===== config.mk =====
export PLATFORM = sky130hd
export DESIGN_NAME = score_display_ctrl
export DESIGN_NICKNAME = d
export VERILOG_FILES = /design/src/rtl/score_disp_pkg.sv /design/src/rtl/bin2bcd_seq.sv /design/src/rtl/score_display_ctrl.sv
export SDC_FILE = /design/constraint.sdc
export NUM_CORES = 1
export LEC_CHECK = 0
export ABC_AREA = 1
export CORE_MARGIN = 1.5
export CORE_UTILIZATION = 61
export DETAILED_ROUTE_END_ITERATION = 10
export PLACE_DENSITY = 0.95
export REMOVE_ABC_BUFFERS = 1
export SYNTH_ARGS = -nofsm -noshare
export SYNTH_HDL_FRONTEND = slang
export SYNTH_SLANG_ARGS = --single-unit

===== constraint.sdc =====
create_clock -name clk -period 2.75 [get_ports clk]
set_input_delay 0.4125 -clock clk [delete_from_list [all_inputs] [get_ports clk]]
set_output_delay 0.4125 -clock clk [all_outputs]
set_load 0.005 [all_outputs]

===== src/rtl/score_disp_pkg.sv =====
// Shared types and segment table for the score display.
// Imported by score_display_ctrl and bin2bcd_seq.
package score_disp_pkg;

    typedef enum logic [1:0] {
        MODE_OFF    = 2'b00,
        MODE_STEADY = 2'b01,
        MODE_BLINK  = 2'b10,
        MODE_FLASH  = 2'b11
    } disp_mode_t;

    typedef enum logic [1:0] {
        ST_IDLE,
        ST_CONVERT,
        ST_UPDATE
    } conv_state_t;

    localparam logic [6:0] SEG_BLANK = 7'b0000000;

    localparam logic [6:0] SEG_DIGIT [0:9] = '{
        7'b0111111, 7'b0000110, 7'b1011011, 7'b1001111,
        7'b1100110, 7'b1101101, 7'b1111101, 7'b0000111,
        7'b1111111, 7'b1101111
    };

    function automatic logic [6:0] seg_of(input logic [3:0] d);
        if (d <= 4'd9) return SEG_DIGIT[d];
        return SEG_BLANK;
    endfunction

endpackage


===== src/rtl/bin2bcd_seq.sv =====
// Sequential double-dabble: one binary bit per cycle.
// done is high during the final step; bcd is valid the cycle after.
module bin2bcd_seq
    import score_disp_pkg::*;
#(
    parameter int SCORE_W     = 7,
    parameter int CONV_DIGITS = (SCORE_W + 2) / 3
) (
    input  logic                     clk,
    input  logic                     nRst,
    input  logic                     start,
    input  logic [SCORE_W-1:0]       bin,
    output logic                     done,
    output logic [4*CONV_DIGITS-1:0] bcd
);

    localparam int CW    = 4 * CONV_DIGITS;
    localparam int CNT_W = $clog2(SCORE_W + 1);

    logic [SCORE_W-1:0] sh;
    logic [CW-1:0]      acc;
    logic [CW-1:0]      adj;
    logic [CNT_W-1:0]   cnt;

    always_comb begin
        adj = acc;
        for (int k = 0; k < CONV_DIGITS; k++) begin
            if (acc[4*k +: 4] >= 4'd5)
                adj[4*k +: 4] = acc[4*k +: 4] + 4'd3;
        end
    end

    always_ff @(posedge clk or negedge nRst) begin
        if (!nRst) begin
            sh  <= '0;
            acc <= '0;
            cnt <= '0;
        end else if (start) begin
            sh  <= bin;
            acc <= '0;
            cnt <= CNT_W'(SCORE_W);
        end else if (cnt != '0) begin
            acc <= {adj[CW-2:0], sh[SCORE_W-1]};
            sh  <= sh << 1;
            cnt <= cnt - 1'b1;
        end
    end

    assign done = (cnt == CNT_W'(1));
    assign bcd  = acc;

endmodule


===== src/rtl/score_display_ctrl.sv =====
// Multi-digit score display: sequential BCD conversion, saturation,
// leading-zero blanking and steady/blink/flash segment gating.
module score_display_ctrl
    import score_disp_pkg::*;
#(
    parameter int SCORE_W      = 7,
    parameter int NUM_DIGITS   = 3,
    parameter int BLINK_DIV    = 100,
    parameter int FLASH_HALVES = 6
) (
    input  logic                    clk,
    input  logic                    nRst,
    input  logic [SCORE_W-1:0]      score,
    input  logic                    score_valid,
    input  logic [1:0]              mode,
    input  logic                    lz_blank,
    output logic                    busy,
    output logic [4*NUM_DIGITS-1:0] bcd,
    output logic                    overflow,
    output logic [7*NUM_DIGITS-1:0] seg
);

    localparam int CONV_DIGITS = (SCORE_W + 2) / 3;
    localparam int MAXD = (CONV_DIGITS > NUM_DIGITS) ?
                          CONV_DIGITS : NUM_DIGITS;
    localparam int BW      = 4 * NUM_DIGITS;
    localparam int CW      = 4 * CONV_DIGITS;
    localparam int PW      = 4 * MAXD;
    localparam int BLINK_W = $clog2(BLINK_DIV);
    localparam int FL_W    = $clog2(FLASH_HALVES + 1);

    conv_state_t state, state_n;
    disp_mode_t  mode_e;

    logic               pend_full;
    logic [SCORE_W-1:0] pend_score;
    logic               start;
    logic               consume;
    logic [SCORE_W-1:0] start_bin;
    logic               conv_done;
    logic [CW-1:0]      conv_bcd;
    logic [PW-1:0]      conv_pad;

    logic [BW-1:0]            bcd_q, upd_bcd;
    logic                     ovf_q, upd_ovf;
    logic [7*NUM_DIGITS-1:0]  seg_q, seg_n;
    logic [BLINK_W-1:0]       blink_cnt;
    logic                     phase_on;
    logic [FL_W-1:0]          flash_cnt;
    logic                     wrap;
    logic                     flash_load;
    logic                     seen;
    logic                     en;

    assign mode_e = disp_mode_t'(mode);

    bin2bcd_seq #(
        .SCORE_W     (SCORE_W),
        .CONV_DIGITS (CONV_DIGITS)
    ) u_conv (
        .clk   (clk),
        .nRst  (nRst),
        .start (start),
        .bin   (start_bin),
        .done  (conv_done),
        .bcd   (conv_bcd)
    );

    always_ff @(posedge clk or negedge nRst) begin
        if (!nRst) state <= ST_IDLE;
        else       state <= state_n;
    end

    // A slot filled during UPDATE is picked up from IDLE next cycle
    always_comb begin
        state_n   = state;
        start     = 1'b0;
        consume   = 1'b0;
        start_bin = score;
        unique case (state)
            ST_IDLE: begin
                if (score_valid) begin
                    start   = 1'b1;
                    consume = pend_full;
                    state_n = ST_CONVERT;
                end else if (pend_full) begin
                    start     = 1'b1;
                    consume   = 1'b1;
                    start_bin = pend_score;
                    state_n   = ST_CONVERT;
                end
            end
            ST_CONVERT: begin
                if (conv_done) state_n = ST_UPDATE;
            end
            ST_UPDATE: begin
                if (pend_full) begin
                    start     = 1'b1;
                    consume   = 1'b1;
                    start_bin = pend_score;
                    state_n   = ST_CONVERT;
                end else begin
                    state_n = ST_IDLE;
                end
            end
            default: state_n = ST_IDLE;
        endcase
    end

    always_ff @(posedge clk or negedge nRst) begin
        if (!nRst) begin
            pend_full  <= 1'b0;
            pend_score <= '0;
        end else if (score_valid && state != ST_IDLE) begin
            pend_full  <= 1'b1;
            pend_score <= score;
        end else if (consume) begin
            pend_full  <= 1'b0;
        end
    end

    assign conv_pad = PW'(conv_bcd);

    always_comb begin
        upd_ovf = 1'b0;
        for (int k = NUM_DIGITS; k < MAXD; k++) begin
            if (conv_pad[4*k +: 4] != 4'd0) upd_ovf = 1'b1;
        end
        upd_bcd = upd_ovf ? {NUM_DIGITS{4'h9}} : conv_pad[BW-1:0];
    end

    assign flash_load = (state == ST_UPDATE) && (mode_e == MODE_FLASH) &&
                        ((upd_bcd != bcd_q) || (upd_ovf != ovf_q));

    always_ff @(posedge clk or negedge nRst) begin
        if (!nRst) begin
            bcd_q <= '0;
            ovf_q <= 1'b0;
        end else if (state == ST_UPDATE) begin
            bcd_q <= upd_bcd;
            ovf_q <= upd_ovf;
        end
    end

    assign wrap = (blink_cnt == BLINK_W'(BLINK_DIV - 1));

    always_ff @(posedge clk or negedge nRst) begin
        if (!nRst) begin
            blink_cnt <= '0;
            phase_on  <= 1'b1;
            flash_cnt <= '0;
        end else if (flash_load) begin
            blink_cnt <= '0;
            phase_on  <= 1'b0;
            flash_cnt <= FL_W'(FLASH_HALVES);
        end else begin
            blink_cnt <= wrap ? '0 : blink_cnt + 1'b1;
            if (wrap) phase_on <= ~phase_on;
            if (mode_e != MODE_FLASH)
                flash_cnt <= '0;
            else if (wrap && flash_cnt != '0)
                flash_cnt <= flash_cnt - 1'b1;
        end
    end

    always_comb begin
        seen  = 1'b0;
        seg_n = '0;
        for (int k = NUM_DIGITS - 1; k >= 0; k--) begin
            if (bcd_q[4*k +: 4] != 4'd0) seen = 1'b1;
            if (seen || k == 0 || !lz_blank || ovf_q)
                seg_n[7*k +: 7] = seg_of(bcd_q[4*k +: 4]);
        end
        en = 1'b0;
        unique case (mode_e)
            MODE_OFF:    en = 1'b0;
            MODE_STEADY: en = 1'b1;
            MODE_BLINK:  en = phase_on;
            MODE_FLASH:  en = (flash_cnt != '0) ? phase_on : 1'b1;
            default:     en = 1'b0;
        endcase
        if (!en) seg_n = '0;
    end

    always_ff @(posedge clk or negedge nRst) begin
        if (!nRst) seg_q <= '0;
        else       seg_q <= seg_n;
    end

    assign busy     = (state != ST_IDLE) || pend_full;
    assign bcd      = bcd_q;
    assign overflow = ovf_q;
    assign seg      = seg_q;

endmodule


==> reports/results.txt, run 1 <==
The run finished, with violations left. The checks that failed: design-rule violations. Entering global routing, the biggest net connects 47 pins. In this run the vertical extent of the chip is 85.0 um. Clock tree synthesis found a total of 76 sinks. In this run, the number of DRC markers left after iteration 0 of detailed routing was 198. For the required time at the worst-slack endpoint, the log shows 2.34 ns.

The met2 layer usage reported by global route is 46.2%. For this design the static power due to leakage is 2.30 nW. Dividing the detail-routed wire length by the instance count gives 14.4 um.

The max-cap check violation count is 0, and the initial antenna violation count is 0. The worst hold path belongs to the class input port to asynchronous set/reset pin. The multi-input combinational cells in the finished layout cover a total of 0.00188 sq mm.

For this block, the routed nets add up to 8760 um of wire. The synthesized flop and latch total was 76; the length of the first detailed-routing pass in iterations was 8. The data arrival time of the worst path came out at 1.63 ns. The instance area at placement is 0.00462 sq mm, and the maximum fanout encountered on the critical timing path is 16.

The worst register-to-register path has a depth of 9. The post-CTS setup repair buffer count came out at 0. The via count was 3397. Counting instances in the post-synthesis netlist gives the leading cell types as 98 x nand2_1, 75 x dfrtp_1, 59 x inv_1.

The area taken by flip-flops and latches was 0.00190 sq mm; the width of the die was 85.0 um. The logs give 0.00411 sq mm for the cell area after technology mapping and 0.00744 ns for the worst clock skew. During placement, the flow inserted port buffers numbering 46.

Capturing element type of the critical path: an output pin. Dividing total power by cell area gives a power density of 1140 mW/mm^2. The first global-routing pass estimated 15100 um of wire. The number of max-slew violations in the final report came out at 0. The tools report the category of the worst setup path launch point as a register.

The fmax is 0.489 GHz. The slew at the pin closest to its max-slew limit is 0.670 ns, and the final routed DRC violation total is 6. For the met3 layer usage reported by global route, the log shows 6.91%. Setup repair after global routing left no endpoint under its margin. The tools report the remaining global-route overflow as 0. Counting along the longest clock path gives a buffer depth of 2. met2 is the most crowded layer. The tools report the via count of the first global-routing pass as 3379.

The run gives 0.00642 sq mm as the core area. The run gives 46.3% as the sequential fraction of the synthesis area. The run gives 464 as the number of filler cells placed in the layout. The run gives 0 as the number of antenna diodes. Setup violations remaining at the end of the flow were counted as 0.

The insertion delay to the later sink of the worst-skew pair came out at 0.35 ns. Yosys attributes the largest share of cell area to dfrtp_1 46%, ha_1 9.1%, nand2_1 9.0%. Once the floorplan was initialized, standard cells occupied 63.9% of the core.

Averaged over all synthesized cells, the footprint is 8.65 sq um. For the final routed database, the setup TNS stands at 0 ns. After synthesis, the share of flip-flops with an asynchronous set or reset is 100%.

The count of pins on the block boundary was 48. For the worst setup slack for register-to-register paths, the log shows 0.95 ns. The root buffer cell chosen for the clock tree is clkbuf_8. Of the cells placed in the final design, the portion with a size suffix greater than 1 is 9.62%. CTS built an H-tree with a depth of 3. The most frequent cell after synthesis is nand2_1.

After legalization and detailed placement, the total HPWL measured 6080 um. TritonCTS built the clock tree. The synthesized netlist contains 41 unique library cells.

The cell count after synthesis is 475, and the clock edge transition at the registers on the reported setup and hold paths is 0.08 ns. After detailed routing, the number of vias per cell comes to 5.60. The minimum clock period was 2.05 ns. The top cell type's share of synthesized area was 45.7%; the count of instances resized after the clock tree is built was 0. The capturing point of the worst reg2reg path was seg[9].

Final hold violation count: 0. The die covers 0.00723 sq mm. The congestion estimate from routability-driven global placement came to 0.841.

The global-route total usage across every layer was 26.2%. The max-slew headroom at the worst pin is 55.3%, and the layout overhead on the synthesized area is 17.4%. Yosys printed 0 warnings. The number of flops mapped to enable cells by yosys is 0.

In the final design database the tool counted 568 nets. In this run, CTS created clock tree buffers numbering 9. The cell area after layout came out at 0.00482 sq mm.

The most used flip-flop cell after synthesis is dfrtp_1. The category of the critical setup timing path was register to output pin. The worst register-to-register path begins at bcd[8].

For met1 alone, demand over resource in global routing was 31.1%. The placement row count is 29. The count of nets left with antenna violations once routing finished came out at 0. The ratio of final minimum period to clock period is 74.4%, and the worst-case vdd ir drop is 0.746 mV. The count of hold buffers inserted by post-cts repair was 0. Summed over all instances, the cell type with the most area after synthesis is dfrtp_1.
[registers in the layout, indices dropped and copies added, names as in the netlist]
name,flops
u_conv.cnt,3
u_conv.sh,7
pend_full,1
seg,21
phase_on,1
blink_cnt,7
flash_cnt,3
state,2
bcd,12
pend_score,7
u_conv.bcd,12
[cell type report]
type                    count  area share, %
repair buffers             48           10.0
flip-flops and latches     76           39.5
clock buffers              10           2.85
multi-input cells         324           39.1
inverters                  66           5.27
clock inverters             6           1.32
well taps                  77           2.00
[critical path, cell delays in order (launching register included)]
cell and delay (ns):
dfrtp_1 0.63, inv_2 0.08, nand2_1 0.08, clkdlybuf4s50_1 0.49
[where the power goes]
group	internal (mW)	switching [mW]
clock	0.442	0.430
combinational	1.15	1.44
sequential	1.60	0.414
total	3.19	2.29
[routing by layer]
layer / part of all wire (%) / routed length, um / vias to the layer above
met5: 0 / 0 / -
met4: 1.6 / 140 / 0
met3: 4.4 / 389 / 17
met2: 53 / 4650 / 93
met1: 41 / 3590 / 1656
li1: - / - / 1631
[worst max path at each step]
| stage | endpoint | depth (start not counted) | start |
|---|---|---|---|
| 2_1_floorplan | u_conv.sh[6] | 8 | state[0] |
| 3_3_place_gp | u_conv.sh[6] | 10 | score_valid |
| 3_5_place_dp | u_conv.sh[6] | 10 | score_valid |
| 4_1_cts | busy | 3 | pend_full |
| 5_1_grt | busy | 3 | pend_full |
| 6_report | busy | 3 | pend_full |
[cell families after synthesis]
family / share of synthesized area [%]
flops: 46.3
compound gates: 15.8
fa+ha+maj: 9.14
simple gates: 18.1
other cells: 0.0913
xor+xnor: 2.77
buf+inv: 7.77
[metrics by stage]
| stage | power [mW] | hold WS [ns] | std cells | utilization, % | worst slack [ns] |
|---|---|---|---|---|---|
| floorplan | 3.61 | 0.117 | 466 | - | 0.901 |
| global placement | 4.39 | 0.444 | 591 | 71.9 | 0.661 |
| detailed placement | 4.56 | 0.468 | 591 | 71.9 | 0.566 |
| CTS | 5.47 | 0.104 | 607 | 75.1 | 0.707 |
| global route | 5.93 | 0.127 | 607 | 75.1 | 0.623 |
| finish | 5.47 | 0.0831 | 607 | 75.1 | 0.704 |
[layout by cell type, fill, tap and decap left out, drive strengths merged, types with 4 or more instances in the layout]
master / instances
nand2: 103
dfrtp: 75
inv: 65
o21ai: 62
nor2: 52
clkdlybuf4s50: 45
ha: 30
a21oi: 13
nand3: 11
clkbuf: 10
o22ai: 10
xor2: 7
xnor2: 6
o221ai: 4
clkinv: 4
Power figures use the tool's default switching activity.
==> run 2, diff against run 1 <==
- CORE_UTILIZATION: 61 -> 56
- PLACE_DENSITY: 0.95 -> 0.9
- clock period: 2.75 -> 1.9 ns (I/O delays scaled with it)
==> reports/results.txt, run 2 (synthesis gave the netlist of run 1 again) <==
The run finished with clean final reports. The largest net degree at the start of global routing is 77. STA puts the critical path data arrival time at 1.52 ns.

Clock tree synthesis found a total of 76 sinks. Row generation in the floorplan step produced 31 rows. The ratio of total power to cell area was 1640 mW/mm^2. Capturing point of the worst reg2reg path: seg[4]. The ratio of final minimum period to clock period is 94.8%, and the number of max-slew violations in the final report is 0. The cell family contributing the most delay on the critical path was buffers and inverters. TritonCTS built the clock tree. For the worst setup path, the data required time is 1.62 ns. The run gives 0.148 ns as the worst slack after detailed placement.

After filler insertion, the fill cell instance count of the layout stands at 540. Worst-case vdd ir drop: 0.715 mV. Once the floorplan was initialized, standard cells occupied 57.2% of the core. Compared with the post-synthesis result, the final layout area differs by 20.6%. The share of total power dissipated in the clock network is 17.4%.

The static leakage is 2.37 nW, and the count of endpoints failing setup in the final report is 0. After detailed routing, the number of remaining DRC violations is 0. The run gives 35.1% as the sequential power share. Setup repair after global routing left no endpoint under its margin. The worst register-to-register path has a depth of 9.

The worst-case setup margin in the final layout came out at 0.0993 ns. For the final hold violation count, the log shows 0. In the global route stage, overall resource usage came out at 23.3%. The routed design has 8490 um of wire. The largest buffer count on any clock path was 2. The total overflow left after global routing is 0. The tools report the worst clock skew as 0.00280 ns. The path class of the tightest hold or removal check is register to register. For this design the total switching power over the nets is 3.26 mW.

Detailed placement ended at an HPWL of 6040 um. The worst hold path terminates at blink_cnt[0]. The floorplan step defined a die boundary enclosing 0.00786 sq mm. The initial antenna violation count was 0.

The floorplan step set the die width to 88.6 um. After clock tree synthesis, the clock-pin slew on the worst setup and hold paths is 0.07 ns. The largest stage delay on the critical path is 0.45 ns, and the first-pass GRT wire length is 14200 um. Summing internal, switching and leakage power gives 8.13 mW. In this run the most critical hold path is launched from blink_cnt[0]. The area occupied by multi-input gates was 0.00190 sq mm; the share of layout cells above drive strength 1 was 11.2%. STA classifies the critical path endpoint as an output pin. The core area was 0.00718 sq mm.

The instance area at placement is 0.00469 sq mm. The run gives 0 as the number of antenna diodes. At the end of routability-driven placement, the weighted congestion stood at 0.874.

The via count was 3332; the per-cell via count in the routed design was 5.24. The cell count of the worst hold path was 1. For the via count of the first global-routing pass, the log shows 3325.

The area taken by flip-flops and latches came out at 0.00190 sq mm. For this run, the post-layout net count is 575. The die is 88.6 um tall.

The tool flagged a number of max-cap violations equal to 0. The number of buffers added on ports came out at 46. Walking the worst path, the cells encountered are nor2_4 -> nand2_1 -> clkdlybuf4s50_1. The startpoint of the worst-slack reg-to-reg timing path is flash_cnt[0].

The worst path needs 1.80 ns of the cycle, external delays included. After detailed routing, the average wire length per cell comes to 13.3 um. The tools report the fmax as 0.555 GHz. The register with the most flip-flops in the layout has 21 of them. Counting the buffers created by CTS gives 9.

The finished cells cover 0.00495 sq mm. The count of pins on the block boundary is 48, and the summed negative setup slack over all endpoints is 0 ns. The run gives 0.473 ns as the final hold slack. By startpoint and endpoint, the worst setup path is classified as register to output pin.

In the layout the commonest cells are 96 x nand2_1, 75 x dfrtp_1, 59 x inv_1, 58 x o21ai_0, 48 x nor2_1. Net switching is 40.0% of the power. The number of DRC markers after the initial detailed-route iteration is 168.

Most common cell after layout, fill and taps aside: nand2_1. Before antenna repair, the detailed router went through 5 iterations. Per report_power, the combinational group accounts for 47.5% of the total. The most critical setup path has its startpoint at state[0].

The antenna violation net count after detailed routing is 0. The root buffer cell was clkbuf_8. The H-tree was split into 3 levels.

Category of the worst setup path launch point: a register. For flop-to-flop paths, the worst setup slack is 0.21 ns. For the internal power, the log shows 4.88 mW. The slowest stage cell on the critical path is clkdlybuf4s50_1. The total buffers and inverters traversed by the critical path was 1; the maximum fanout encountered on the critical timing path was 10. The tools report the insertion delay to the later sink of the worst-skew pair as 0.34 ns.
## run 2: cell count changes in the layout (fill, tap and decap cells not counted), sizes merged
| cell | change |
|---|---|
| buf | +6 |
| clkbuf | +2 |
| clkinvlp | -2 |
| bufinv | +1 |
| clkinv | -1 |
| dlygate4sd3 | +1 |
## run 2: routing by layer
layer	share of wire (%)	track usage, %	vias to the layer above
li1	-	-	1653
met1	42	26.8	1572
met2	52	41.9	93
met3	3.6	3.26	14
met4	2.1	12.2	0
met5	0	0	-
## run 2: final cells by class
cell class	instances	area share (%)
clock buffers	12	3.33
clock inverters	4	1.41
repair buffers	55	10.9
inverters	66	5.13
multi-input cells	324	38.3
well taps	99	2.50
flip-flops and latches	76	38.4
## run 2: worst max path at each step
stage,to,slack (ns),cells past startpoint
after floorplan,u_conv.sh[6],0.05,8
after global placement,u_conv.bcd[6],0.18,9
after detailed placement,u_conv.bcd[6],0.15,9
after CTS,busy,0.08,3
after global routing,seg[4],0.03,9
final,busy,0.1,3
## run 2: worst reg2reg max path: stages, from the launching register on
cell and delay (ns):
dfrtp_1 0.37, inv_1 0.06, ha_1 0.20, ha_1 0.20, inv_1 0.06, nand2_1 0.04
a22oi_1 0.26, inv_1 0.15, nand2_2 0.16, a221oi_1 0.08
## run 2: timing repair
action | 4_1_cts | 5_1_grt
hold buffers | 1 | 0
buffers inserted | 0 | 0
hold endpoints to repair | 75 | 0
gates resized for setup | 1 | 3
setup endpoints to repair | 1 | 9
pin swaps | 0 | 0
## run 2: power groups by stage
stage | clock (mW) | combinational [mW] | sequential [mW]
2_1_floorplan | 0 | 2.38 | 2.83
3_3_place_gp | 0 | 3.58 | 2.83
3_5_place_dp | 0 | 3.79 | 2.88
4_1_cts | 1.44 | 3.85 | 2.85
5_1_grt | 1.49 | 4.36 | 2.95
6_report | 1.41 | 3.86 | 2.86
## run 2: metrics by stage
stage / util, % / cells
after detailed placement: 65.4 / 619
after CTS: 68.9 / 636
after global routing: 69.0 / 636
after floorplan: - / 466
final: 69.0 / 636
after global placement: 65.4 / 619
==> run 3, diff against run 2 <==
--- a/constraint.sdc
+++ b/constraint.sdc
@@ -3,2 +3,2 @@
 set_output_delay 0.285 -clock clk [all_outputs]
-set_load 0.005 [all_outputs]
+set_load 0.01 [all_outputs]
==> reports/results.txt, run 3 (synthesis gave the netlist of run 1 again) <==
The clock tree synthesis step divided the H-tree into 3 levels. For the summed negative setup slack over all endpoints, the log shows 0 ns. Setup violations remaining at the end of the flow were counted as 0. The setup path with the least slack is of type register to output pin. The per-cell via count in the routed design came out at 5.18. The first routing iteration left 137 violations. The filler cells instantiated in the layout total 560. The maximum fanout encountered on the critical timing path was 4. Grouping stages by cell kind, the critical path spends the most delay in buffers and inverters. Buffers placed on the I/O ports in this run total 46. STA puts the critical path data required time at 1.62 ns. The path class of the tightest hold or removal check is register to register. After floorplanning, the core was sized to cover 0.00718 sq mm. The floorplan has 31 rows.

The total buffers and inverters traversed by the critical path came out at 1. Remaining global-route overflow: 0. Dividing the detail-routed wire length by the instance count gives 12.4 um. The worst path uses 92.5% of the clock period. The logs give 1.47 ns for the data arrival time of the worst path and 76 for the number of sinks driven by the clock tree. Once layout is complete, the cells apart from fillers number 637. The tools report the initial core utilization as 57.2%. The top cell types in the final layout, fill and taps aside, are 97 x nand2_1, 75 x dfrtp_1, 59 x inv_1, 58 x o21ai_0, 48 x nor2_1.

The max-cap check violation count is 0. Routability-driven placement finished with a final weighted congestion of 0.840. For the worst slack after detailed placement, the log shows 0.130 ns.

The final hold slack came out at 0.467 ns. The die covers 0.00786 sq mm. Once placement completed, the tool counted placed cells totaling 619. In the routed design, unresolved DRC markers number 0.

Cells with a size suffix above 1 make up 11.0% of the layout. Slowest stage cell on the critical path: clkdlybuf4s50_1. Static timing analysis puts the maximum clock frequency at 0.569 GHz. The layout overhead on the synthesized area is 19.0%. The later pin in the worst-skew pair is clocked with a latency of 0.35 ns. The logs give 48 for the count of pins on the block boundary and 0 for the initial antenna violation count. The register with the most flip-flops in the layout has 21 of them. TritonCTS built the clock tree.

The via count of the first global-routing pass was 3215. The die is 88.6 um wide. Clock-pin slew was measured on the worst setup and hold paths at 0.08 ns. 0 antenna diodes ended up in the layout. The critical path goes through nor2_4 -> nand2_1 -> clkdlybuf4s50_1.

The ratio of total power to cell area was 1600 mW/mm^2. STA classifies the critical path startpoint as a register. Floorplan die height: 88.6 um. The static leakage is 2.33 nW, and the minimum clock period is 1.76 ns.

Number of max-slew violations in the final report: 0. The run gives 0 as the antenna violation net count after detailed routing. Global routing consumed, over all layers together, 22.4% of the routing resources.

Buffers inserted during clock tree synthesis total 9. Summing internal, switching and leakage power gives 7.83 mW. On the worst path, the slowest cell contributes a delay of 0.47 ns.

Summing all non-filler instances in the final layout gives an area of 0.00489 sq mm. Setup repair after global routing left no endpoint under its margin. The HPWL after detailed placement is 5750 um. Wires add up to 7920 um. Leaving out fill and tap cells, the most frequent cell in the layout is nand2_1.

The first global-routing pass estimated 13500 um of wire. The clock passes through at most 2 buffers. STA classifies the critical path endpoint as an output pin. The tools report the worst clock skew as 0.00849 ns. The tools report the root buffer cell as clkbuf_8. The final hold violation count was 0. The flow ran to the end, and the final reports show no timing, DRC or antenna violations. Across all setup checks in the final design, the least slack found is 0.142 ns. The logs give 0.684 mV for the worst-case vdd ir drop and 3299 for the via count. The first detailed-routing pass took 4 iterations. The logs give 576 for the net count of the finished layout and 68.1% for the final cell utilization of the core.

For the instance area at placement, the log shows 0.00469 sq mm. Entering global routing, the biggest net connects 77 pins.
## run 3: changes by cell type in the layout (fill, tap and decap cells not counted), sizes merged
cell	before	now
clkinv	3	6
clkinvlp	0	2
bufinv	2	0
clkbuf	12	9
buf	9	10
## run 3: worst register-to-register path, cell delays in order (launching register included)
cell	delay, ns
dfrtp_1	0.37
inv_1	0.05
ha_1	0.19
ha_1	0.20
inv_1	0.06
nand2_1	0.05
a22oi_1	0.24
inv_1	0.13
nand2_1	0.22
a221oi_1	0.10
## run 3: final timing paths
kind | startpoint | to | slack, ns | cells past startpoint
max | state[0] | busy | 0.14 | 3
min | blink_cnt[0] | blink_cnt[0] | 0.47 | 1
max reg2reg | flash_cnt[0] | seg[4] | 0.17 | 9
min reg2reg | blink_cnt[0] | blink_cnt[0] | 0.47 | 1
max in group asynchronous | nRst | phase_on | 1.08 | 3
min in group asynchronous | nRst | seg[12] | 0.50 | 3
## run 3: cell type report
class | count | area (sq um) | share of cell area (%)
inverters | 66 | 254 | 5.20
clock buffers | 9 | 124 | 2.54
well taps | 99 | 124 | 2.54
flip-flops and latches | 76 | 1900 | 39.0
multi-input cells | 324 | 1890 | 38.7
repair buffers | 56 | 546 | 11.2
clock inverters | 7 | 43.8 | 0.896
## run 3: layer usage
| layer | wire length [um] | up-vias | track usage (%) |
|---|---|---|---|
| met5 | 0 | - | 0 |
| met4 | 121 | 0 | 10.1 |
| met3 | 301 | 15 | 6.34 |
| met2 | 3990 | 68 | 38.6 |
| met1 | 3510 | 1564 | 25.9 |
| li1 | - | 1652 | - |
## run 3: timing repair
item,4_1_cts,5_1_grt
pin swaps,0,1
setup endpoints to repair,1,4
endpoints found under the hold margin,75,0
hold buffers,1,0
resized for setup,1,1
buffers inserted,0,1
## run 3: power breakdown
part	total [mW]	internal, mW	switching (mW)
sequential	2.85	2.32	0.533
combinational	3.92	1.73	2.18
clock	1.06	0.466	0.599
total	7.83	4.52	3.32
